File: src/rtl/tx_fifo_arbiter_pkg.sv
// Shared types and sizing helpers for the TX FIFO write-port arbiter.
package tx_fifo_arb_pkg;

  typedef enum logic {
    IDLE  = 1'b0,
    BURST = 1'b1
  } arb_state_t;

  localparam int FIFO_BYTES_DEF = 4096;
  localparam int DATA_W_DEF     = 128;
  localparam int RD_W_DEF       = 8;
  localparam int BYTES_PER_WORD = DATA_W_DEF / RD_W_DEF;

  // free_bytes must hold the full capacity value, hence the extra bit.
  function automatic int fb_width(input int fifo_bytes);
    return $clog2(fifo_bytes) + 1;
  endfunction

endpackage

File: src/rtl/tx_fifo_arbiter_if.sv
// Requester, TX FIFO and status signals of the arbiter bundled as one interface.
interface tx_fifo_arbiter_if #(
  parameter int NUM_REQ = 2,
  parameter int DATA_W  = 128,
  parameter int LEN_W   = 4,
  parameter int FB_W    = tx_fifo_arb_pkg::fb_width(tx_fifo_arb_pkg::FIFO_BYTES_DEF)
);
  logic [NUM_REQ-1:0]        req_valid;
  logic [NUM_REQ*LEN_W-1:0]  req_len_m1;
  logic [NUM_REQ-1:0]        gnt;
  logic [NUM_REQ*DATA_W-1:0] src_data;
  logic [NUM_REQ-1:0]        src_valid;
  logic [NUM_REQ-1:0]        src_ready;
  logic [DATA_W-1:0]         fifo_wr_data;
  logic                      fifo_wr_en;
  logic                      fifo_wr_full;
  logic                      fifo_rd_en;
  logic                      fifo_rd_empty;
  logic [FB_W-1:0]           free_bytes;
  logic                      busy;
  logic                      ovf_err;

  // master: producers plus FIFO side; slave: the arbiter itself
  modport master (
    output req_valid, req_len_m1, src_data, src_valid,
           fifo_wr_full, fifo_rd_en, fifo_rd_empty,
    input  gnt, src_ready, fifo_wr_data, fifo_wr_en,
           free_bytes, busy, ovf_err
  );

  modport slave (
    input  req_valid, req_len_m1, src_data, src_valid,
           fifo_wr_full, fifo_rd_en, fifo_rd_empty,
    output gnt, src_ready, fifo_wr_data, fifo_wr_en,
           free_bytes, busy, ovf_err
  );
endinterface

File: src/rtl/tx_fifo_arbiter_rr_pick.sv
// One-hot winner selection: round-robin after last_gnt, or fixed lowest-index
// priority when prio_en is set.
module tx_arb_rr_pick #(
  parameter int NUM_REQ = 2,
  parameter int IDX_W   = 1
) (
  input  logic [NUM_REQ-1:0] req_valid,
  input  logic [IDX_W-1:0]   last_gnt,
  input  logic               prio_en,
  output logic [NUM_REQ-1:0] win
);

  always_comb begin
    logic             found;
    logic [IDX_W-1:0] idx;
    win   = '0;
    found = 1'b0;
    idx   = '0;
    for (int k = 0; k < NUM_REQ; k++) begin
      if (prio_en)
        idx = IDX_W'(k);
      else
        idx = IDX_W'((int'(last_gnt) + 1 + k) % NUM_REQ);
      if (!found && req_valid[idx]) begin
        win[idx] = 1'b1;
        found    = 1'b1;
      end
    end
  end

endmodule

File: src/rtl/tx_fifo_arbiter.sv
// Shares the TX FIFO write port between burst requesters, reserving space per burst.
// Define TX_ARB_PRIORITY_EN for fixed lowest-index priority instead of round-robin.
//   state | meaning
//   IDLE  | choose/lock a winner, grant once its whole burst fits in free_bytes
//   BURST | stream words from the granted requester until its count runs out
module tx_fifo_arbiter
  import tx_fifo_arb_pkg::*;
#(
  parameter int NUM_REQ    = 2,
  parameter int DATA_W     = DATA_W_DEF,
  parameter int RD_W       = RD_W_DEF,
  parameter int FIFO_BYTES = FIFO_BYTES_DEF,
  parameter int LEN_W      = 4
) (
  input logic               clk,
  input logic               rst,
  tx_fifo_arbiter_if.slave  bus
);

  localparam int BPW    = DATA_W / RD_W;
  localparam int FB_W   = fb_width(FIFO_BYTES);
  localparam int IDX_W  = $clog2(NUM_REQ);
  localparam int RES_W  = LEN_W + 1 + $clog2(BPW);
  localparam int CALC_W = ((RES_W > FB_W) ? RES_W : FB_W) + 2;

`ifdef TX_ARB_PRIORITY_EN
  localparam logic PRIO_MODE = 1'b1;
`else
  localparam logic PRIO_MODE = 1'b0;
`endif

  arb_state_t         state;
  logic [IDX_W-1:0]   gnt_idx;
  logic [IDX_W-1:0]   last_gnt;
  logic [IDX_W-1:0]   lock_idx;
  logic               lock_valid;
  logic [LEN_W-1:0]   words_left;
  logic [NUM_REQ-1:0] gnt_q;
  logic               busy_q;
  logic               ovf_q;
  logic [FB_W-1:0]    free_q;

  logic [NUM_REQ-1:0] pick_onehot;
  logic [IDX_W-1:0]   pick_idx;
  logic               pick_valid;
  logic [IDX_W-1:0]   cand_idx;
  logic               cand_valid;
  logic [LEN_W-1:0]   cand_len;
  logic [CALC_W-1:0]  cand_bytes;
  logic               cand_fits;
  logic               grant;
  logic               rd_inc;
  logic               wr_accept;
  logic [NUM_REQ-1:0] src_ready_c;
  logic [CALC_W-1:0]  free_ext;
  logic [FB_W-1:0]    free_next;

  tx_arb_rr_pick #(
    .NUM_REQ (NUM_REQ),
    .IDX_W   (IDX_W)
  ) u_pick (
    .req_valid (bus.req_valid),
    .last_gnt  (last_gnt),
    .prio_en   (PRIO_MODE),
    .win       (pick_onehot)
  );

  always_comb begin
    pick_idx   = '0;
    pick_valid = |pick_onehot;
    for (int i = 0; i < NUM_REQ; i++) begin
      if (pick_onehot[i]) pick_idx = IDX_W'(i);
    end
  end

  // A locked winner keeps the slot while its request stays up, so a large
  // burst waiting for space is never overtaken by smaller ones.
  always_comb begin
    cand_valid = 1'b0;
    cand_idx   = '0;
    if (lock_valid && bus.req_valid[lock_idx]) begin
      cand_valid = 1'b1;
      cand_idx   = lock_idx;
    end else if (pick_valid) begin
      cand_valid = 1'b1;
      cand_idx   = pick_idx;
    end
    cand_len   = bus.req_len_m1[int'(cand_idx)*LEN_W +: LEN_W];
    cand_bytes = (CALC_W'(cand_len) + CALC_W'(1)) * CALC_W'(BPW);
    cand_fits  = cand_bytes <= CALC_W'(free_q);
    grant      = (state == IDLE) && cand_valid && cand_fits;
  end

  always_comb begin
    src_ready_c = '0;
    for (int i = 0; i < NUM_REQ; i++) begin
      src_ready_c[i] = (state == BURST) && (gnt_idx == IDX_W'(i)) && !bus.fifo_wr_full;
    end
    wr_accept = bus.src_valid[gnt_idx] & src_ready_c[gnt_idx];
  end

  always_comb begin
    rd_inc   = bus.fifo_rd_en & ~bus.fifo_rd_empty;
    free_ext = CALC_W'(free_q) + CALC_W'(rd_inc);
    if (grant) free_ext = free_ext - cand_bytes;
    free_next = (free_ext > CALC_W'(FIFO_BYTES)) ? FB_W'(FIFO_BYTES) : free_ext[FB_W-1:0];
  end

  always_ff @(posedge clk or posedge rst) begin
    if (rst) begin
      state      <= IDLE;
      gnt_q      <= '0;
      gnt_idx    <= '0;
      last_gnt   <= IDX_W'(NUM_REQ - 1);
      lock_idx   <= '0;
      lock_valid <= 1'b0;
      words_left <= '0;
      busy_q     <= 1'b0;
      ovf_q      <= 1'b0;
      free_q     <= FB_W'(FIFO_BYTES);
    end else begin
      gnt_q  <= '0;
      free_q <= free_next;
      if (state == BURST && bus.fifo_wr_full) ovf_q <= 1'b1;
      case (state)
        IDLE: begin
          if (lock_valid && !bus.req_valid[lock_idx]) lock_valid <= 1'b0;
          if (grant) begin
            gnt_q      <= NUM_REQ'(1) << cand_idx;
            gnt_idx    <= cand_idx;
            last_gnt   <= cand_idx;
            words_left <= cand_len;
            lock_valid <= 1'b0;
            busy_q     <= 1'b1;
            state      <= BURST;
          end else if (cand_valid) begin
            lock_valid <= 1'b1;
            lock_idx   <= cand_idx;
          end
        end
        BURST: begin
          if (wr_accept) begin
            if (words_left == '0) begin
              busy_q <= 1'b0;
              state  <= IDLE;
            end else begin
              words_left <= words_left - LEN_W'(1);
            end
          end
        end
        default: state <= IDLE;
      endcase
    end
  end

  assign bus.gnt          = gnt_q;
  assign bus.src_ready    = src_ready_c;
  assign bus.fifo_wr_en   = wr_accept;
  assign bus.fifo_wr_data = bus.src_data[int'(gnt_idx)*DATA_W +: DATA_W];
  assign bus.free_bytes   = free_q;
  assign bus.busy         = busy_q;
  assign bus.ovf_err      = ovf_q;

endmodule

File: src/flat_wrapper.sv
// flat-port wrapper written by rule: the top's interface ports become plain ports
module tx_fifo_arbiter_flat import tx_fifo_arb_pkg::*;
#(
  parameter int NUM_REQ    = 2,
  parameter int DATA_W     = DATA_W_DEF,
  parameter int RD_W       = RD_W_DEF,
  parameter int FIFO_BYTES = FIFO_BYTES_DEF,
  parameter int LEN_W      = 4
)
  (clk, rst, bus_req_valid, bus_req_len_m1, bus_src_data, bus_src_valid, bus_fifo_wr_full, bus_fifo_rd_en, bus_fifo_rd_empty, bus_gnt, bus_src_ready, bus_fifo_wr_data, bus_fifo_wr_en, bus_free_bytes, bus_busy, bus_ovf_err);
  tx_fifo_arbiter_if #(.NUM_REQ(NUM_REQ), .DATA_W(DATA_W), .LEN_W(LEN_W), .FB_W((13))) bus_i ();
  input logic clk;
  input logic rst;
  input wire logic [$bits(bus_i.req_valid)-1:0] bus_req_valid;
  input wire logic [$bits(bus_i.req_len_m1)-1:0] bus_req_len_m1;
  input wire logic [$bits(bus_i.src_data)-1:0] bus_src_data;
  input wire logic [$bits(bus_i.src_valid)-1:0] bus_src_valid;
  input wire logic [$bits(bus_i.fifo_wr_full)-1:0] bus_fifo_wr_full;
  input wire logic [$bits(bus_i.fifo_rd_en)-1:0] bus_fifo_rd_en;
  input wire logic [$bits(bus_i.fifo_rd_empty)-1:0] bus_fifo_rd_empty;
  output wire logic [$bits(bus_i.gnt)-1:0] bus_gnt;
  output wire logic [$bits(bus_i.src_ready)-1:0] bus_src_ready;
  output wire logic [$bits(bus_i.fifo_wr_data)-1:0] bus_fifo_wr_data;
  output wire logic [$bits(bus_i.fifo_wr_en)-1:0] bus_fifo_wr_en;
  output wire logic [$bits(bus_i.free_bytes)-1:0] bus_free_bytes;
  output wire logic [$bits(bus_i.busy)-1:0] bus_busy;
  output wire logic [$bits(bus_i.ovf_err)-1:0] bus_ovf_err;
  assign bus_i.req_valid = bus_req_valid;
  assign bus_i.req_len_m1 = bus_req_len_m1;
  assign bus_i.src_data = bus_src_data;
  assign bus_i.src_valid = bus_src_valid;
  assign bus_i.fifo_wr_full = bus_fifo_wr_full;
  assign bus_i.fifo_rd_en = bus_fifo_rd_en;
  assign bus_i.fifo_rd_empty = bus_fifo_rd_empty;
  assign bus_gnt = bus_i.gnt;
  assign bus_src_ready = bus_i.src_ready;
  assign bus_fifo_wr_data = bus_i.fifo_wr_data;
  assign bus_fifo_wr_en = bus_i.fifo_wr_en;
  assign bus_free_bytes = bus_i.free_bytes;
  assign bus_busy = bus_i.busy;
  assign bus_ovf_err = bus_i.ovf_err;
  tx_fifo_arbiter #(.NUM_REQ(NUM_REQ), .DATA_W(DATA_W), .RD_W(RD_W), .FIFO_BYTES(FIFO_BYTES), .LEN_W(LEN_W)) u_core (.clk(clk), .rst(rst), .bus(bus_i));
endmodule
File: config.mk
export PLATFORM = sky130hd
export DESIGN_NAME = tx_fifo_arbiter_flat
export DESIGN_NICKNAME = d
export VERILOG_FILES = /design/src/rtl/tx_fifo_arbiter_pkg.sv /design/src/rtl/tx_fifo_arbiter_if.sv /design/src/rtl/tx_fifo_arbiter_rr_pick.sv /design/src/rtl/tx_fifo_arbiter.sv /design/src/flat_wrapper.sv
export SDC_FILE = /design/constraint.sdc
export NUM_CORES = 1
export LEC_CHECK = 0
export ABC_AREA = 1
export BUFFER_PORTS_ARGS = -buffer_cell sky130_fd_sc_hd__buf_2
export CAP_MARGIN = 10
export CORE_AREA = 3 3 165 167
export CTS_BUF_LIST = sky130_fd_sc_hd__clkbuf_16
export DETAILED_ROUTE_END_ITERATION = 16
export DIE_AREA = 0 0 168 170
export PLACE_DENSITY_LB_ADDON = 0.15
export SYNTH_ARGS = -nofsm -noshare
export SYNTH_HDL_FRONTEND = slang
export SYNTH_SLANG_ARGS = --single-unit
File: constraint.sdc
create_clock -name clk -period 3.6 [get_ports clk]
set_input_delay 0.36 -clock clk [delete_from_list [all_inputs] [get_ports clk]]
set_output_delay 0.36 -clock clk [all_outputs]
set_load 0.05 [all_outputs]
======== After elaboration in Yosys (flattened, before gate mapping) ========
Cells that the tools add are included.
storage, ports and cells
  bits in registers ....................... 26
  bits of input ports ..................... 273
  output and inout bits ................... 148
  logic and storage cells ................. 102
cells by class
  add/subtract/negate cells ............... 6
  magnitude comparators ................... 8
  equality and inequality tests ........... 4
  shift operators ......................... 3
  mux-type cells .......................... 41
  bitwise logic cells ..................... 7
  reductions and logical operators ........ 23
operators by type and width
  cell                                                  count
  indexed part select 256 x 9 -> 128 bit                1
  2-to-1 mux 1 bit                                      27
  > comparator 15 x 13 -> 1 bit, second input constant  1
  <= comparator 15 x 13 -> 1 bit                        1
  2-to-1 mux 15 bit                                     1
  subtractor 15 bit                                     1
  adder 13 x 1 -> 14 bit                                1
  2-to-1 mux 13 bit                                     1
  logical AND 1 bit                                     12
  2-to-1 mux 4 bit                                      3
  AND reduction 3 bit                                   3
  < comparator 1 x 2 -> 1 bit, second input constant    4
  2-to-1 mux 2 bit                                      4
  one-hot mux 4 bit (2 select lines)                    1
  indexed part select 8 x 4 -> 4 bit                    1
  inequality test 2 bit, second input constant          3
  adder 4 x 1 -> 5 bit, second input constant           1
  zero test 4 bit                                       1
  NOT 1 bit                                             4
  one-hot mux 1 bit (2 select lines)                    2
  AND reduction 2 bit                                   2
  subtractor 4 x 1 -> 4 bit, second input constant      1
  zero test 1 bit                                       3
  nonzero test 3 bit                                    1
  other kinds (8)                                       12

======== Depth between registers and ports, before layout ========
  depth after elaboration ................. 18
  gate-level depth with buffers ........... 31

======== Modules after synthesis ========
Synthesis repeated with hierarchy kept, for this count alone.
second synthesis, totals
  cell total of the unflattened synthesis .. 714
  area, all modules ....................... 3639.7 sq um
modules (own cells, without submodules)
  module           instances  cells an instance  area each (sq um)  seq. area each (sq um)
  tx_fifo_arbiter  1          705                3604.7             653.1
  tx_arb_rr_pick   1          9                  35.0               0.0

======== Least setup slack after synthesis ========
No wires, ideal clock.
  path kind ............................... flip-flop to flip-flop
  start point ............................. reg u_core.last_gnt
  end point ............................... reg u_core.free_q[2], in the netlist u_core.bus.free_bytes[2]
  setup time .............................. 124 ps
  arrival ................................. 3185 ps
  data required time ...................... 3476 ps
  path slack .............................. 291 ps
  stages on the path, launching flop included .. 29
  path buffers ............................ 2
  clock period less this slack ............ 3309 ps
  path through ............................ dfstp_2 -> inv_1 -> nand2_2 -> nand3_4 -> nand2_4 -> nand2_1 -> nand2_2 -> ha_1 -> inv_1 -> nor3_1 -> ha_1 -> nand2_1 -> nor2_1 -> nand2_1 -> nor2_1 -> nor2_1 -> nand2_1 -> nand2_2 -> nand2_2 -> buf_6 -> nor3_1 -> nand3_1 -> nand2_1 -> nand2_1 -> nand3_1 -> nand2_1 -> nand2_2 -> buf_6 -> nor2_2
on the way
  cells in the longest elaborated chain, start to end .. 18
  elaborated cells on any way between the ends .. 37
ends and longest elaborated chain
  element                                                                               RTL line                                                      RTL
  from (decl)                                                                           tx_fifo_arbiter.sv:34                                         logic [IDX_W-1:0] last_gnt;
  from (signal assigned)                                                                tx_fifo_arbiter.sv:114                                        last_gnt <= IDX_W'(NUM_REQ - 1);
  from (signal assigned)                                                                tx_fifo_arbiter.sv:131                                        last_gnt <= cand_idx;
  adder 1 bit *                                                                         tx_fifo_arbiter_rr_pick.sv:23                                 idx = IDX_W'((int'(last_gnt) + 1 + k) % NUM_REQ);
  adder 1 bit, or another cell as far along                                             tx_fifo_arbiter_rr_pick.sv:23
  < comparator 1 x 2 -> 1 bit (not written as such), or another cell as far along       tx_fifo_arbiter_rr_pick.sv:25                                 win[idx] = 1'b1;
  logical AND 1 bit (not written as such) or 2-to-1 mux 1 bit (tied branches)           tx_fifo_arbiter_rr_pick.sv:25
  2-to-1 mux 1 bit (not written as such) or demux 1 bit (select 1 bit) (tied branches)  tx_fifo_arbiter_rr_pick.sv:25
  demux 1 bit (select 1 bit) or 2-to-1 mux 2 bit (tied branches)                        tx_fifo_arbiter_rr_pick.sv:25, tx_fifo_arbiter_rr_pick.sv:24
  bitwise OR 2 bit (no line)                                                            n/a
  2-to-1 mux 2 bit *                                                                    tx_fifo_arbiter_rr_pick.sv:24                                 if (!found && req_valid[idx]) begin
  (+3 left out)                                                                         n/a
  indexed part select 8 x 4 -> 4 bit                                                    tx_fifo_arbiter.sv:88                                         cand_len = bus.req_len_m1[int'(cand_idx)*LEN_W +: LEN_W];
  adder 4 x 1 -> 5 bit                                                                  tx_fifo_arbiter.sv:89                                         cand_bytes = (CALC_W'(cand_len) + CALC_W'(1)) * CALC_W'(BPW);
  <= comparator 15 x 13 -> 1 bit                                                        tx_fifo_arbiter.sv:90                                         cand_fits = cand_bytes <= CALC_W'(free_q);
  logical AND 1 bit                                                                     tx_fifo_arbiter.sv:91                                         grant = (state == IDLE) && cand_valid && cand_fits;
  2-to-1 mux 15 bit *                                                                   tx_fifo_arbiter.sv:105                                        if (grant) free_ext = free_ext - cand_bytes;
  > comparator 15 x 13 -> 1 bit                                                         tx_fifo_arbiter.sv:106                                        free_next = (free_ext > CALC_W'(FIFO_BYTES)) ? FB_W'(FIFO_BYTES) : free_ext[FB_W-1:0];
  2-to-1 mux 13 bit *                                                                   tx_fifo_arbiter.sv:106
  via u_core.free_next[2]                                                               tx_fifo_arbiter.sv:56                                         logic [FB_W-1:0] free_next;
  to (signal assigned)                                                                  tx_fifo_arbiter.sv:120                                        free_q <= FB_W'(FIFO_BYTES);
  to (signal assigned)                                                                  tx_fifo_arbiter.sv:123                                        free_q <= free_next;
  to (decl)                                                                             tx_fifo_arbiter.sv:41                                         logic [FB_W-1:0] free_q;
Mark *: on every way through the listed nets, which the timed path passes. The rest lies on a longest branch. The select of a mux whose other input is x is not followed.
A chain may end at the register's enable or synchronous reset.

======== Worst setup path after layout ========
Ends and elaborated chain as after synthesis.

==> impl_metrics.csv <==
group,metric,value,unit
grt,grt-ovfl-total,0,
drt,routed_wl,27.0,mm
logic_synthesis,synth.top_cell.area_share,0.457,
cells_and_area,fill_cells,3123,
die,coreArea,25900,um^2
timing,worst_slack,0.149,ns
grt,grt_pass1_wl,37.1,mm
place,place_ws,-0.0137,ns
cells_and_area,instances_no_fill,1469,
setup_path,arrival,3.61,ns
timing,rsz0062_at_grt,"yes",
clocking,numClockSinks,26,
timing,totalNegativeSetupSlack,0,ns
clocking,cts_root_buffer,"clkbuf_16",
drt,routedWlPerCell,18.4,um
logic_synthesis,syn_area_per_cell,5.23,um^2
flow_run,drv_cap,0,
clocking,cts.clk_slew.worst_paths,0.07,ns
pwr,powerDensity,1070,nW/um^2
logic_synthesis,yosysWarningCount,0,
clocking,cts_buffers,3,
setup_path,start_kind,"flip-flop",
setup_path,critPathKind,"flip-flop to flip-flop",
cells_and_area,multi_input_area,2840,um^2
die,die_height,170,um
timing,clock_skew,0.00399,ns
clocking,clk_latency,0.27,ns
setup_path,critPathMaxFanout,8,
cells_and_area,seqCellArea,657,um^2
logic_synthesis,seq_area_frac_synth,0.177,
logic_synthesis,synth_seq_cells,26,
cells_and_area,final_common_cell,"nand2_1",
drt,dr.pass1.iters,5,
pwr,ir_worst_vdd,824,uV
timing,drv_slew,0,
timing,post-route-period-util,0.959,
drt,ant_nets,0,
setup_path,worstSetupEndpointType,"flip-flop",
grt,antenna_found_initial,15,
cells_and_area,drive_above_1_share,0.454,
place,portBuffers,420,
clocking,cts_tree,"built",
place,place_congestion,0.838,
logic_synthesis,synth_nets,994,
timing,relSlewSlack,0.293,
timing,setup-violations-final,0,
pwr,total_leakage_power,4.18,nW
cells_and_area,utilization,0.254,
drt,drt_iter0_markers,345,
timing,finalHoldViolCount,0,
cells_and_area,final_cell_mix,"441 x nand2_1, 420 x buf_2, 44 x inv_1, 25 x nor2_1, 25 x buf_4",
run_status,status,"completed",
place,place_hpwl,23.8,mm
grt,track_usage,0.172,
die,fp.dieW,168,um
drt,drc,0,
grt,grt_pass1_vias,5581,
pwr,p_total,7.05,mW
setup_path,cp_data_required_time,3.76,ns
worst_hold_path,hold_path_class,"input pin to asynchronous set/reset pin",
place,dpl.cell_count,1449,
die,initial_core_util,0.143,
timing,fmax,290,MHz
die,die-area,28600,um^2
logic_synthesis,synth_area,3700,um^2
clocking,cts_htree_levels,1,
drt,dr_total_vias,5880,
clocking,clk_path_buf_depth,2,
die,ios,421,
cells_and_area,nets,1418,
logic_synthesis,synth_top_area_cell,"nand2_1",
logic_synthesis,synth_cell_types,40,
grt,grt_max_degree,57,
cells_and_area,area_growth_syn_to_layout,78.1,%
drt,viasPerCell,4.00,
die,rows,59,
logic_synthesis,syn-instance-count,708,
timing,fin_crit,3.45,ns
logic_synthesis,synthTopCellsByArea,"nand2_1 46%, dfrtp_1 16%, inv_1 4.8%",
timing,worst_pin_slew,1.06,ns
path summary, 6_finish.rpt:
path,startpoint,end,slack (ns),cells past startpoint
setup / recovery,u_core.last_gnt$_DFFE_PP1P_,u_core.bus.free_bytes[2]$_DFF_PP0_,0.15,26
hold / removal,rst,u_core.bus.free_bytes[10]$_DFF_PP0_,0.34,2
setup reg to reg,u_core.last_gnt$_DFFE_PP1P_,u_core.bus.free_bytes[2]$_DFF_PP0_,0.15,26
hold reg to reg,u_core.last_gnt$_DFFE_PP1P_,u_core.last_gnt$_DFFE_PP1P_,0.47,2
max in group asynchronous,rst,u_core.gnt_idx$_DFFE_PP0P_,2.49,2
min in group clk,bus_fifo_wr_full,u_core.bus.ovf_err$_DFFE_PP0P_,0.35,3
power by group:
group          total, mW  switching [mW]  internal, mW
clock              0.335           0.113         0.222
sequential         0.601           0.189         0.412
combinational       6.12            4.61          1.51
synthesized netlist by cell type, drive strengths merged:
master,n
dfrtp,24
o21bai,2
nor3,6
nor3b,1
nor4,1
a21oi,7
nand2,460
and2,1
or2,2
xnor2,3
nor2,42
o211ai,2
nand3b,5
ha,12
o311ai,1
inv,50
nand4,7
fa,1
dfstp,2
buf,7
clkbuf,24
o21ai,12
nand3,27
xor2,9
routing by layer:
layer	vias up	part of all wire	GRT usage
met5	-	0.0046	0
met4	20	0.0031	0.00996
met3	32	0.11	0.0695
met1	2599	0.42	0.224
met2	234	0.47	0.283
li1	2995	-	-
critical path: stages, from the launching register on:
cell	delay (ns)
dfstp_2	0.53
inv_2	0.04
nand2_2	0.06
nand3_4	0.09
nand2_4	0.13
nand2_4	0.06
nand2_4	0.09
buf_6	0.11
nand3_4	0.07
nand2_2	0.08
nand2_1	0.06
ha_1	0.27
nand2_1	0.06
nor2_2	0.11
nand2_2	0.09
nor3_2	0.17
nand3_1	0.11
nand2_2	0.12
nand2_4	0.11
inv_4	0.13
nand3_2	0.10
or2_4	0.25
xnor2_2	0.14
nand2_1	0.08
nand2_2	0.11
buf_12	0.15
nor2_2	0.03
area by class of cell:
cell class | count | share of cell area
clock buffer | 3 | 0.0114
inverter | 50 | 0.0292
tap | 335 | 0.0636
multi-input combinational | 601 | 0.432
timing repair buffer | 450 | 0.359
antenna | 3 | 0.00114
clock inverter | 1 | 0.00456
sequential | 26 | 0.0997
per-stage QoR:
stage,hold WS [ns],cell area (um^2)
after detailed placement,0.466,6250
after floorplan,0.399,3700
after global routing,0.363,6590
final,0.344,6590
after global placement,0.467,6250
after CTS,0.351,6360
sequential cells by signal (all words and copies together), names as in the netlist:
| name | cells |
|---|---|
| u_core.bus.busy | 1 |
| u_core.last_gnt | 1 |
| u_core.bus.ovf_err | 1 |
| u_core.state | 1 |
| u_core.bus.gnt | 2 |
| u_core.lock_valid | 1 |
| u_core.bus.free_bytes | 13 |
| u_core.words_left | 4 |
| u_core.lock_idx | 1 |
| u_core.gnt_idx | 1 |
kinds of logic after synthesis:
logic type | Yosys count | share of synthesized area
XOR/XNOR | 12 | 0.0325
adder cells (fa/ha/maj) | 13 | 0.0460
AND/OR/NAND/NOR | 552 | 0.622
AO/OA/AOI/OAI | 24 | 0.0362
flip-flops | 26 | 0.177
buffers and inverters | 81 | 0.0866
what timing repair did:
item	in CTS	in global routing
pin swaps	0	26
setup buffers	0	13
hold buffers	0	0
endpoints found under the setup margin	11	13
gates resized for setup	2	33
(Power assumes the default switching activity.)
